`src/rtl/alu_cmd_driver.sv`:
```
`default_nettype none
// ============================================================================
// Module   : alu_cmd_driver
// Purpose  : Clocked command initiator for the combinational 8-bit ALU.
//            Accepts a command over a valid/ready handshake, drives the ALU
//            opcode/operand ports from registers, waits SETTLE_CYCLES, then
//            captures the 16-bit ALU result and returns it with status flags
//            over a second valid/ready handshake.
// Ports    : clk, rst_n (async, active-low)
//            cmd_valid/cmd_ready, cmd_sel[3:0], cmd_a[7:0], cmd_b[7:0],
//            cmd_use_acc                       -- command side
//            alu_sel[3:0], alu_a[7:0], alu_b[7:0], alu_fout[15:0] -- ALU side
//            rsp_valid/rsp_ready, rsp_data[15:0], rsp_zero, rsp_hi, rsp_err
//                                              -- response side
//            op_count[15:0]                    -- completed responses
// Options  : `define ALU_CMD_DRIVER_ACC_EN to build the 8-bit accumulator that
//            can replace cmd_a when cmd_use_acc=1. Without it cmd_use_acc is
//            ignored.
// Revision : 1.0 - initial release
// ============================================================================
module alu_cmd_driver #(
  parameter int SETTLE_CYCLES = 1   // legal range 1..15
) (
  input  logic        clk,
  input  logic        rst_n,
  input  logic        cmd_valid,
  output logic        cmd_ready,
  input  logic [3:0]  cmd_sel,
  input  logic [7:0]  cmd_a,
  input  logic [7:0]  cmd_b,
  input  logic        cmd_use_acc,
  output logic [3:0]  alu_sel,
  output logic [7:0]  alu_a,
  output logic [7:0]  alu_b,
  input  logic [15:0] alu_fout,
  output logic        rsp_valid,
  input  logic        rsp_ready,
  output logic [15:0] rsp_data,
  output logic        rsp_zero,
  output logic        rsp_hi,
  output logic        rsp_err,
  output logic [15:0] op_count
);

  typedef enum logic [1:0] {
    IDLE = 2'd0,
    WAIT = 2'd1,
    RESP = 2'd2
  } state_t;

  localparam logic [3:0] SETTLE_LOAD = 4'(SETTLE_CYCLES - 1);
  localparam logic [3:0] OPC_UNASSIGNED = 4'd15;

  state_t      state;
  logic [3:0]  settle_cnt;
  logic        err_pend;     // opcode-15 flag held until the result is captured
  logic [7:0]  a_src;        // operand a selected at command accept

`ifdef ALU_CMD_DRIVER_ACC_EN
  logic [7:0] acc;

  assign a_src = cmd_use_acc ? acc : cmd_a;

  // Accumulator follows the low byte of every delivered result.
  always_ff @(posedge clk or negedge rst_n) begin
    if (!rst_n) begin
      acc <= 8'd0;
    end else if (state == RESP && rsp_ready) begin
      acc <= rsp_data[7:0];
    end
  end
`else
  logic unused_use_acc;

  assign a_src          = cmd_a;
  assign unused_use_acc = cmd_use_acc;
`endif

  // Ready depends only on state, so there is no input-to-output path.
  assign cmd_ready = (state == IDLE);

  always_ff @(posedge clk or negedge rst_n) begin
    if (!rst_n) begin
      state      <= IDLE;
      settle_cnt <= 4'd0;
      err_pend   <= 1'b0;
      alu_sel    <= 4'd0;
      alu_a      <= 8'd0;
      alu_b      <= 8'd0;
      rsp_valid  <= 1'b0;
      rsp_data   <= 16'd0;
      rsp_zero   <= 1'b0;
      rsp_hi     <= 1'b0;
      rsp_err    <= 1'b0;
      op_count   <= 16'd0;
    end else begin
      case (state)
        IDLE: begin
          if (cmd_valid) begin
            alu_sel    <= cmd_sel;
            alu_a      <= a_src;
            alu_b      <= cmd_b;
            err_pend   <= (cmd_sel == OPC_UNASSIGNED);
            settle_cnt <= SETTLE_LOAD;
            state      <= WAIT;
          end
        end

        WAIT: begin
          if (settle_cnt == 4'd0) begin
            // ALU ports have been stable for SETTLE_CYCLES edges.
            rsp_data  <= alu_fout;
            rsp_zero  <= (alu_fout == 16'd0);
            rsp_hi    <= |alu_fout[15:8];
            rsp_err   <= err_pend;
            rsp_valid <= 1'b1;
            state     <= RESP;
          end else begin
            settle_cnt <= settle_cnt - 4'd1;
          end
        end

        RESP: begin
          if (rsp_ready) begin
            rsp_valid <= 1'b0;
            op_count  <= op_count + 16'd1;
            state     <= IDLE;
          end
        end

        default: begin
          rsp_valid <= 1'b0;
          state     <= IDLE;
        end
      endcase
    end
  end

endmodule
`default_nettype wire

```
`config.mk`:
```
export PLATFORM = sky130hd
export DESIGN_NAME = alu_cmd_driver
export DESIGN_NICKNAME = d
export VERILOG_FILES = /design/src/rtl/alu_cmd_driver.sv
export SDC_FILE = /design/constraint.sdc
export NUM_CORES = 1
export LEC_CHECK = 0
export BUFFER_PORTS_ARGS = -buffer_cell sky130_fd_sc_hd__clkbuf_2
export CORE_MARGIN = 4
export CORE_UTILIZATION = 44
export DETAILED_ROUTE_END_ITERATION = 10
export PLACE_DENSITY = 0.75
export REMOVE_ABC_BUFFERS = 1
export SLEW_MARGIN = 0
export SYNTH_ARGS = -nofsm -noshare
export SYNTH_HDL_FRONTEND = slang
export SYNTH_SLANG_ARGS = --single-unit
```
`constraint.sdc`:
```
create_clock -name clk -period 1.7 [get_ports clk]
set_clock_uncertainty 0.15 [all_clocks]
set_input_delay 0.17 -clock clk [delete_from_list [all_inputs] [get_ports clk]]
set_output_delay 0.17 -clock clk [all_outputs]
set_load 0.02 [all_outputs]
```
==> parameters.txt, run 1 <==
Parameter                              Value

Synthesis
  Area leader, netlist ... sky130_fd_sc_hd__dfrtp_1
  Cell Area, Synth ... between 0.002 and 0.003 mm2
  Post-synth cell types ... 29
  Async set-reset flop share out of synthesis ... 1.000
  Ys Warns ... 0
  Portion of the post-synthesis area used by sequential elements ... 0.5929
  Top cell type's share of synthesized area ... 0.5929
  Largest cells by area after synthesis ... sky130_fd_sc_hd__dfrtp_1 59%, sky130_fd_sc_hd__nand2_1 10%, sky130_fd_sc_hd__mux2_4 9.0%, sky130_fd_sc_hd__xnor2_1 4.0%, sky130_fd_sc_hd__nand3_1 2.1%
  Mean instance size in the synthesized netlist ... 11.36 um2
  FF+latch count, synth ... 63
  Number of enable-type register cells in the synthesized netlist ... 0
  Most frequent cells after synthesis ... 72 x sky130_fd_sc_hd__nand2_1, 63 x sky130_fd_sc_hd__dfrtp_1, 16 x sky130_fd_sc_hd__mux2_4, 12 x sky130_fd_sc_hd__xnor2_1, 11 x sky130_fd_sc_hd__nand3_1
  Post-Syn Instances ... around 230
  Dominant cell by count in the synthesized netlist ... sky130_fd_sc_hd__nand2_1
  Prevailing post-synth register cell ... sky130_fd_sc_hd__dfrtp_1

Setup path
  Required time at the worst-slack endpoint ... 1770 ps
  Crit Path Max Fanout ... 6
  Slowest CP cell ... sky130_fd_sc_hd__or3b_4
  Cell breakdown of the critical path ... inv_2 > ha_4 > or3b_4 > nand2b_4 > mux2_4
  CP bufs+invs ... 1
  Slack of the worst reg-to-reg path ... -90 ps
  Critical Path Start Type ... flop
  Number of cells on the worst reg-to-reg path ... 5
  Critical R2R Launch ... settle_cnt[0]
  Crit end category ... flop
  Critical Setup Path Class ... reg -> reg
  Max stage delay on crit path ... 400 ps
  Family with the most delay on the worst path ... simple AND/OR/NAND/NOR gates
  Number of cells on the critical path ... 5
  End of the critical path ... rsp_hi
  Endpoint of the worst register-to-register path ... rsp_hi
  Arrival time worst endpoint ... about 1900 ps
  Beginning of the critical path ... settle_cnt[0]

Cells and area
  # diodes ... 0
  Area growth from synthesis to final layout ... 51.25%
  Fraction of final layout cells sized beyond drive strength 1 ... 0.4040
  Utilization of the core after routing ... 0.6832
  Post-route cell area ... 0.004021 mm2
  Count of nets after finishing ... 436

Power and ir drop
  Power Dens Cells ... 1749 mW/mm2
  Worst vdd ir ... between 800 and 900 uV
  Static leakage ... 2.160 nW
  Sum of internal, switching and leakage power ... 7.034 mW

Clock tree
  Number of sinks driven by the clock tree ... 63
  Level count of the clock H-tree ... 3
  Clock tree from TritonCTS ... yes
  CTS max path bufs ... 2
  Register clock-pin slew on the reported worst setup and hold paths ... roughly 60 ps
  Source-to-sink clock delay at the later pin of the worst-skew pair ... 330 ps
  Clock tree root driver cell ... sky130_fd_sc_hd__clkbuf_8
  TritonCTS Buffers ... 9

Floorplan
  Area enclosed by the die boundary ... 0.007350 mm2
  Initial Util ... 0.4517
  Die extent in y ... 85.74 um
  Std-Cell Core Area ... ~0.0059 mm2
  Die extent in x ... 85.74 um
  Boundary pin count ... 98
  Number of rows in the core area ... 28

Drt
  Remaining antenna violation count ... 0
  Post-route DRC violation count ... 0
  Via-to-Cell Ratio ... around 4.8
  Detailed Routing Iterations Pass 1 ... 4
  First DRT Iteration DRCs ... 34
  Total wire length ... 6802 um
  Vias after detailed routing ... roughly 2300
  Routed length per instance ... 14.44 um

Global routing
  Antenna violations before repair ... 0
  Number of global-route vias before repair ... 2415
  Wire length of the first global-routing pass ... 11550 um
  Pin count of the biggest net entering global routing ... 64
  GRT overflow ... 0
  Total track usage ... 0.1993

STA
  Achievable Freq ... 0.5589 GHz
  Actual slew at the worst max-slew pin ... 381.3 ps
  Final setup margin ... -89.27 ps
  Setup TNS ... -1202 ps
  Number of setup violations in the final report ... 20
  Post-layout min period ... 1789 ps
  Ratio of final minimum period to clock period ... 1.053
  Setup repair after global routing missed its margin ... yes
  Final Max Tran Viols ... 0
  Count of endpoints failing hold in the final timing report ... 0
  Max_slew headroom ... 0.7435

Placed design
  Setup Slack @ Placement ... -243.2 ps
  Placed wire-length estimate after detailed placement ... between 4000 and 5000 um
  Total of buffers placed on input and output ports ... 96
  Area after DPL ... 0.003323 mm2
  GPL Wtd Cong ... 0.7585

Run
  Max-capacitance violation count ... 0

Run status
  Run status ... complete, but fails checks
  Violated checks ... setup timing

Min path
  Hold/Removal Path Class ... in -> reg
[placed cells by master, fill, tap and decap left out, drive strengths merged]
cell type and instances:
xor2 5, nand4 4, ha 3, mux2 18
nand2 72, buf 18, nand3b 1, clkinv 1
o21ai 5, inv 4, o31ai 1, and2b 1
xnor2 12, dfrtp 63, nor2 7, o211ai 1
nand3 11, or3b 1, nand2b 6, dlygate4sd3 38
and3 3, and3b 1, nor3 1, bufinv 2
or2 2, clkbuf 108, nor4 5, a21oi 2
[worst min-delay path, cell delays in order]
cell	delay, ps
sky130_fd_sc_hd__clkbuf_2	90
sky130_fd_sc_hd__nand2b_1	110
sky130_fd_sc_hd__o211ai_1	90
sky130_fd_sc_hd__o31ai_1	70
[logic make-up after synthesis]
group	synth area share
flip-flops	0.5929
AO/OA/AOI/OAI	0.01882
adder cells (fa/ha/maj)	0.01412
AND/OR/NAND/NOR	0.1958
XOR/XNOR	0.05600
buffers and inverters	0.02353
multiplexers	0.09882
[worst min path at each step]
stage	from	end	slack [ps]	cells after the start
floorplan	rst_n	alu_a[0]	-280	0
global placement	rst_n	op_count[11]	60	2
detailed placement	rst_n	op_count[11]	70	2
CTS	cmd_valid	settle_cnt[1]	60	4
global route	cmd_valid	settle_cnt[1]	120	4
finish	cmd_valid	settle_cnt[1]	90	4
[state kept, by name, summed over array words and instances (netlist names)]
register    cells
rsp_data       16
settle_cnt      4
err_pend        1
op_count       16
alu_sel         4
state           2
alu_a           8
alu_b           8
rsp_err         1
rsp_zero        1
rsp_hi          1
rsp_valid       1
[layer usage]
layer  track usage  routed length (um)
met4       0.07338                 108
met1        0.2549                2915
met3       0.04515                 477
met2        0.3319                3302
met5             0                   0
[area by class of cell]
type	count	area, um2
Fill cell	450	1864
Sequential cell	63	1577
Clock inverter	3	65.06
Multi-Input combinational cell	162	1085
Inverter	4	15.01
Tap cell	75	93.84
Clock buffer	12	165.2
Timing Repair Buffer	152	1021
[through the flow]
stage | cells | hold WS [ps]
final | 471 | 86.64
after global routing | 471 | 115.3
after CTS | 469 | 58.81
after detailed placement | 412 | 65.58
after global placement | 412 | 63.11
after floorplan | 226 | -275.6
[power breakdown]
group          total, mW  switching, mW  internal (mW)
clock network       1.49          0.557          0.936
registers           2.43          0.366           2.06
logic               3.12           1.71           1.41
total               7.03           2.63           4.40
[repair_timing]
item                                    4_1_cts  5_1_grt
pin swaps                                     2        1
gates cloned                                  3        0
resized for setup                             9        2
hold buffers                                 38        0
endpoints found under the setup margin       23       26
buffers inserted                              1        2
hold endpoints to repair                    102        0
Note: power is estimated with default switching activity, not from simulation.
==> inputs of run 2 (changes only) <==
--- a/config.mk
+++ b/config.mk
@@ -10,6 +10,7 @@
 export CORE_UTILIZATION = 44
 export DETAILED_ROUTE_END_ITERATION = 10
-export PLACE_DENSITY = 0.75
+export PLACE_DENSITY = 0.83
 export REMOVE_ABC_BUFFERS = 1
+export SKIP_CTS_REPAIR_TIMING = 1
 export SLEW_MARGIN = 0
 export SYNTH_ARGS = -nofsm -noshare
--- a/constraint.sdc
+++ b/constraint.sdc
@@ -3,3 +3,3 @@
 set_input_delay 0.17 -clock clk [delete_from_list [all_inputs] [get_ports clk]]
 set_output_delay 0.17 -clock clk [all_outputs]
-set_load 0.02 [all_outputs]
+set_load 0.05 [all_outputs]
==> run 2 against run 1 <==
  * The run still ends with setup timing left
  * Sequential power is essentially flat
  * Non-clock buffer count shrank 2
  * Setup slack gained 1.4 ps
  * Critical path depth is the same
  * Die area is the same
  * Final area shrank 1.5%
  * Count of clock-buffer cells in the layout is the same
  * Register-to-register slack is essentially flat
  * Power grew 13%
==> parameters.txt, run 2 (synthesis results as in run 1) <==
Parameter                              Value

Floorplan
  Die extent in y ... 85.74 um (unchanged)
  Boundary pin count ... 98 (unchanged)
  Number of rows in the core area ... 28 (unchanged)
  Area enclosed by the die boundary ... 0.007350 mm2 (unchanged)
  Std-Cell Core Area ... 0.005886 mm2 (unchanged)
  Die extent in x ... 85.74 um (unchanged)
  Initial Util ... 0.4517 (unchanged)

Setup path
  Critical Setup Path Class ... reg -> reg
  Crit end category ... flop
  Required time at the worst-slack endpoint ... 1750 ps (-20 ps)
  Slowest CP cell ... sky130_fd_sc_hd__or3b_4
  Cell breakdown of the critical path ... inv_2 > ha_4 > or3b_4 > nand2b_4 > mux2_4
  Critical Path Start Type ... flop
  Arrival time worst endpoint ... 1840 ps (about the same)
  Max stage delay on crit path ... 400 ps (about the same)
  Crit Path Max Fanout ... 6 (unchanged)

STA
  Max_slew headroom ... 0.7023 (-0.04120)
  Number of setup violations in the final report ... 20 (unchanged)
  Count of endpoints failing hold in the final timing report ... 0 (unchanged)
  Actual slew at the worst max-slew pin ... 442.5 ps (+61.23 ps)
  Final Max Tran Viols ... 0 (unchanged)
  Final setup margin ... -87.90 ps (+1.375 ps)
  Post-layout min period ... 1788 ps (-1.375 ps)
  Ratio of final minimum period to clock period ... 1.052 (about the same)
  Setup repair after global routing missed its margin ... yes
  Achievable Freq ... 0.5593 GHz (about the same)

Clock tree
  Register clock-pin slew on the reported worst setup and hold paths ... 60 ps (about the same)
  CTS max path bufs ... 2 (unchanged)
  TritonCTS Buffers ... 9 (unchanged)
  Number of sinks driven by the clock tree ... 63 (unchanged)
  Clock tree root driver cell ... sky130_fd_sc_hd__clkbuf_8
  Clock tree from TritonCTS ... yes
  Source-to-sink clock delay at the later pin of the worst-skew pair ... 320 ps (about the same)
  Level count of the clock H-tree ... 3 (unchanged)

Power and ir drop
  Net switching power of the design ... 3.746 mW (+42%)
  Comb pwr share ... 0.531 (+0.088)
  Internal power of the cells ... 4.168 mW (-5.3%)
  Sum of internal, switching and leakage power ... 7.914 mW (+13%)
  Power Dens Cells ... 1997 mW/mm2 (+14%)
  Net Sw Frac ... 0.4734 (+0.09906)
  Register share of total power ... 0.307 (-0.038)
  Static leakage ... 2.118 nW (-2.0%)
  Clock network fraction of design power ... 0.163 (-0.049)
  Worst vdd ir ... 1315 uV (+51%)

Drt
  Via-to-Cell Ratio ... 4.844 (+0.74%)
  Detailed Routing Iterations Pass 1 ... 4 (unchanged)
  Post-route DRC violation count ... 0 (unchanged)
  First DRT Iteration DRCs ... 82 (+140%)
  Routed length per instance ... 14.66 um (+1.5%)
  Total wire length ... 6876 um (+1.1%)
  Vias after detailed routing ... 2272 (+0.31%)
  Remaining antenna violation count ... 0 (unchanged)

Run status
  Run status ... complete, but fails checks
  Violated checks ... setup timing

Placed design
  GPL Wtd Cong ... 0.8026 (+5.8%)
  Placed wire-length estimate after detailed placement ... 4387 um (+5.5%)
  Total of buffers placed on input and output ports ... 96 (unchanged)
  Area after DPL ... 0.003296 mm2 (-0.83%)

Min path
  Hold/Removal Path Class ... in -> reg

Global routing
  GRT overflow ... 0 (unchanged)
  Number of global-route vias before repair ... 2120 (-12%)
  Pin count of the biggest net entering global routing ... 64 (unchanged)
  Total track usage ... 0.1702 (-0.02910)
  Antenna violations before repair ... 0 (unchanged)
  Wire length of the first global-routing pass ... 9908 um (-14%)

Cells and area
  Registers with the most flip-flops ... op_count (16), rsp_data (16)
  # diodes ... 0 (unchanged)
  Commonest non-fill, non-tap cells in the layout ... 96 x sky130_fd_sc_hd__clkbuf_2, 71 x sky130_fd_sc_hd__nand2_1, 62 x sky130_fd_sc_hd__dfrtp_1
  Count of nets after finishing ... 434 (-0.46%)
  Number of fill cells ... 451 (+0.22%)
  Fraction of final layout cells sized beyond drive strength 1 ... 0.4036 (-0.0004871)
  Area growth from synthesis to final layout ... 49.04%
  Post-route cell area ... 0.003963 mm2 (-1.5%)
  Most frequent standard cell in the layout excluding fill and tap cells ... sky130_fd_sc_hd__clkbuf_2

Run
  Max-capacitance violation count ... 0 (unchanged)
-- run 2: cell types whose count changed in the layout (fill, tap and decap cells not counted), sizes merged --
cell      delta
buf          -2
bufinv       -1
clkinvlp     +1
-- run 2: worst paths after layout --
path	start	to	slack (ps)	cells after the start
setup reg to reg	settle_cnt[0]	rsp_data[3]	-90	5
hold / removal	cmd_valid	settle_cnt[1]	90	4
hold reg to reg	alu_b[1]	alu_b[1]	320	2
min in group asynchronous	rst_n	op_count[6]	250	3
setup / recovery	settle_cnt[0]	rsp_data[3]	-90	5
max in group asynchronous	rst_n	alu_a[0]	870	3
-- run 2: routing by layer --
| layer | wire length, um | global-route usage | vias to the layer above |
|---|---|---|---|
| met5 | 0 | 0 | - |
| met4 | 32 | 0.06043 | 0 |
| met3 | 407 | 0.04035 | 3 |
| met2 | 3657 | 0.2818 | 82 |
| met1 | 2778 | 0.2189 | 1103 |
| li1 | - | - | 1084 |
-- run 2: final cells by class --
class | instances | area [um2] | area share
Tap cell | 75 | 93.84 | 0.02368
Inverter | 4 | 15.01 | 0.003789
Multi-Input combinational cell | 162 | 1085 | 0.2738
Timing Repair Buffer | 150 | 993.5 | 0.2507
Sequential cell | 63 | 1578 | 0.3982
Clock buffer | 12 | 155.1 | 0.03915
Clock inverter | 3 | 42.54 | 0.01074
-- run 2: worst max-delay path: cells and delay by family (launching register included) --
family / cells / cell delay, ps
multiplexers: 1 / 320
buffers and inverters: 1 / 80
AND/OR/NAND/NOR: 2 / 620
adder cells (fa/ha/maj): 1 / 120
flip-flops: 1 / 390
-- run 2: through the flow --
stage               setup TNS (ps)  cells  setup WS [ps]  hold WS [ps]  utilization
global route                 -2553    469         -141.7         136.4       0.6733
CTS                          -4058    425         -235.7        -286.6       0.5935
global placement             -2943    410         -165.8         59.57       0.5599
finish                       -1239    469         -87.90         87.16       0.6733
floorplan                    -3347    226         -166.2        -275.6            -
detailed placement           -3930    410         -227.2         70.03       0.5599
-- run 2: power by group through the flow --
stage	clock network [mW]	registers [mW]	logic, mW
2_1_floorplan	0	4.08	1.22
3_3_place_gp	0	2.40	3.85
3_5_place_dp	0	2.43	3.94
4_1_cts	1.33	2.41	3.94
5_1_grt	1.42	2.50	4.45
6_report	1.29	2.43	4.20
==> inputs of run 3 (changes only) <==
Settings changed: CORE_MARGIN 4 to 3, PLACE_DENSITY 0.83 to 0.75.
==> run 3 against run 2 <==
  * The run still ends with setup timing left
  * Critical path depth did not move
  * Combinational power is 3% higher
  * Final cell count increased by 0.64%
  * Die area shrank 4.6%
  * Via count fell by 0.79%
  * Global-route usage down 0.20 points
  * Power is 0.65% higher
  * Fmax is 1.0% lower
  * Non-clock buffer count rose by 5
  * Setup slack lost 19 ps
  * Critical endpoint unchanged
  * Highest routed layer unchanged
==> parameters.txt, run 3 (synthesis results as in run 1) <==
Parameter                              Value

Drt
  Detailed Routing Iterations Pass 1 ... 4 (unchanged)
  Post-route DRC violation count ... 0 (unchanged)
  Total wire length ... 6700 um (-2.6%)
  First DRT Iteration DRCs ... 73 (-11%)
  Routed length per instance ... 14.19 um (-3.2%)
  Remaining antenna violation count ... 0 (unchanged)
  Vias after detailed routing ... 2254 (-0.79%)
  Via-to-Cell Ratio ... 4.775 (-1.4%)

Setup path
  Arrival time worst endpoint ... 1870 ps (+30 ps)
  CP bufs+invs ... 1 (unchanged)
  Cell breakdown of the critical path ... inv_2 > ha_4 > or3b_4 > nand2b_4 > mux2_4
  Crit end category ... flop
  Max stage delay on crit path ... 400 ps (about the same)
  Slowest CP cell ... sky130_fd_sc_hd__or3b_4
  Critical Setup Path Class ... reg -> reg
  Family with the most delay on the worst path ... simple AND/OR/NAND/NOR gates
  Critical Path Start Type ... flop
  Crit Path Max Fanout ... 6 (unchanged)
  Required time at the worst-slack endpoint ... 1760 ps (about the same)

Cells and area
  Area growth from synthesis to final layout ... 50.49%
  Number of fill cells ... 426 (-5.5%)
  Commonest non-fill, non-tap cells in the layout ... 95 x sky130_fd_sc_hd__clkbuf_2, 71 x sky130_fd_sc_hd__nand2_1, 63 x sky130_fd_sc_hd__dfrtp_1
  Registers with the most flip-flops ... op_count (16), rsp_data (16)
  Post-route cell area ... 0.004001 mm2 (+0.98%)
  Fraction of final layout cells sized beyond drive strength 1 ... 0.4100 (+0.006447)
  Most frequent standard cell in the layout excluding fill and tap cells ... sky130_fd_sc_hd__clkbuf_2
  # diodes ... 0 (unchanged)
  Count of nets after finishing ... 439 (+1.2%)
  Utilization of the core after routing ... 0.7050 (+0.03177)

Power and ir drop
  Power Dens Cells ... 1991 mW/mm2 (-0.32%)
  Register share of total power ... 0.302 (-0.005)
  Net switching power of the design ... 3.762 mW (+0.43%)
  Worst vdd ir ... 1424 uV (+8.3%)
  Static leakage ... 2.152 nW (+1.6%)
  Sum of internal, switching and leakage power ... 7.966 mW (+0.65%)
  Net Sw Frac ... 0.4723 (-0.001065)
  Internal power of the cells ... 4.204 mW (+0.86%)
  Comb pwr share ... 0.542 (+0.011)
  Clock network fraction of design power ... 0.156 (-0.007)

Clock tree
  Source-to-sink clock delay at the later pin of the worst-skew pair ... 330 ps (about the same)
  TritonCTS Buffers ... 9 (unchanged)
  Number of sinks driven by the clock tree ... 63 (unchanged)
  Level count of the clock H-tree ... 3 (unchanged)
  CTS max path bufs ... 2 (unchanged)
  Clock tree from TritonCTS ... yes
  Clock tree root driver cell ... sky130_fd_sc_hd__clkbuf_8
  Register clock-pin slew on the reported worst setup and hold paths ... 60 ps (about the same)

Floorplan
  Die extent in x ... 83.74 um (-2.3%)
  Initial Util ... 0.4685 (+0.01673)
  Boundary pin count ... 98 (unchanged)
  Number of rows in the core area ... 27 (-3.6%)
  Std-Cell Core Area ... 0.005675 mm2 (-3.6%)
  Area enclosed by the die boundary ... 0.007012 mm2 (-4.6%)
  Die extent in y ... 83.74 um (-2.3%)

STA
  Setup repair after global routing missed its margin ... yes
  Number of setup violations in the final report ... 19 (-5.0%)
  Max_slew headroom ... 0.7115 (+0.009198)
  Post-layout min period ... 1807 ps (+18.93 ps)
  Actual slew at the worst max-slew pin ... 428.9 ps (-13.67 ps)
  Count of endpoints failing hold in the final timing report ... 0 (unchanged)
  Final Max Tran Viols ... 0 (unchanged)
  Achievable Freq ... 0.5535 GHz (-1.0%)
  Setup TNS ... -1644 ps (-405.1 ps)
  Ratio of final minimum period to clock period ... 1.063 (+0.01114)
  Final setup margin ... -106.8 ps (-18.93 ps)

Placed design
  GPL Wtd Cong ... 0.7721 (-3.8%)
  Total of buffers placed on input and output ports ... 96 (unchanged)
  Area after DPL ... 0.003334 mm2 (+1.2%)
  Placed wire-length estimate after detailed placement ... 4110 um (-6.3%)

Run
  Max-capacitance violation count ... 0 (unchanged)

Global routing
  Number of global-route vias before repair ... 2036 (-4.0%)
  Antenna violations before repair ... 0 (unchanged)
  Wire length of the first global-routing pass ... 9611 um (-3.0%)
  GRT overflow ... 0 (unchanged)
  Total track usage ... 0.1682 (-0.001972)
  Pin count of the biggest net entering global routing ... 64 (unchanged)

Min path
  Hold/Removal Path Class ... in -> reg

Run status
  Violated checks ... setup timing
  Run status ... complete, but fails checks
## run 3: changes by cell type in the layout (fill, tap and decap cells not counted), sizes merged
cell | previous run | this run
buf | 16 | 22
clkinv | 1 | 3
clkinvlp | 1 | 0
clkbuf | 108 | 107
## run 3: power groups by stage
stage	logic, mW	clock network, mW	registers (mW)
5_1_grt	4.57	1.34	2.49
3_3_place_gp	3.94	0	2.40
2_1_floorplan	1.22	0	4.08
6_report	4.32	1.24	2.41
4_1_cts	4.02	1.27	2.40
3_5_place_dp	4.03	0	2.40
## run 3: final cells by class
class                   count  area (um2)  share of cell area
flip-flops and latches     63        1577              0.3940
clock inverters             4       45.04             0.01126
repair buffers            155        1044              0.2608
multi-input cells         162        1086              0.2714
inverters                   4       15.01            0.003752
well taps                  72       90.09             0.02251
clock buffers              12       145.1             0.03627
## run 3: stage by stage
step	std cells	worst slack [ps]	hold slack [ps]
floorplan	226	-166.2	-275.6
global placement	411	-176.2	62.06
detailed placement	411	-220.9	63.30
CTS	427	-236.5	-295.1
global route	472	-141.3	67.71
finish	472	-106.8	47.65
## run 3: path summary, 6_finish.rpt
path	startpoint	end	slack (ps)	cells past startpoint
setup / recovery	settle_cnt[1]	rsp_data[3]	-110	5
hold / removal	cmd_valid	settle_cnt[1]	50	4
setup reg to reg	settle_cnt[1]	rsp_data[3]	-110	5
hold reg to reg	alu_a[0]	alu_a[0]	320	2
max in group asynchronous	rst_n	settle_cnt[2]	860	3
min in group asynchronous	rst_n	op_count[11]	270	3
## run 3: tightest hold or removal path, stage by stage
cell	delay (ps)
sky130_fd_sc_hd__clkbuf_2	80
sky130_fd_sc_hd__nand2b_1	90
sky130_fd_sc_hd__o211ai_1	90
sky130_fd_sc_hd__o31ai_1	60
## run 3: layer usage
metal  vias to the layer above  track usage  wire, um
met3                        10      0.05035       426
met4                         0      0.06140        97
met5                         -            0         0
li1                       1097            -         -
met1                      1066       0.2304      2857
met2                        81       0.2531      3318
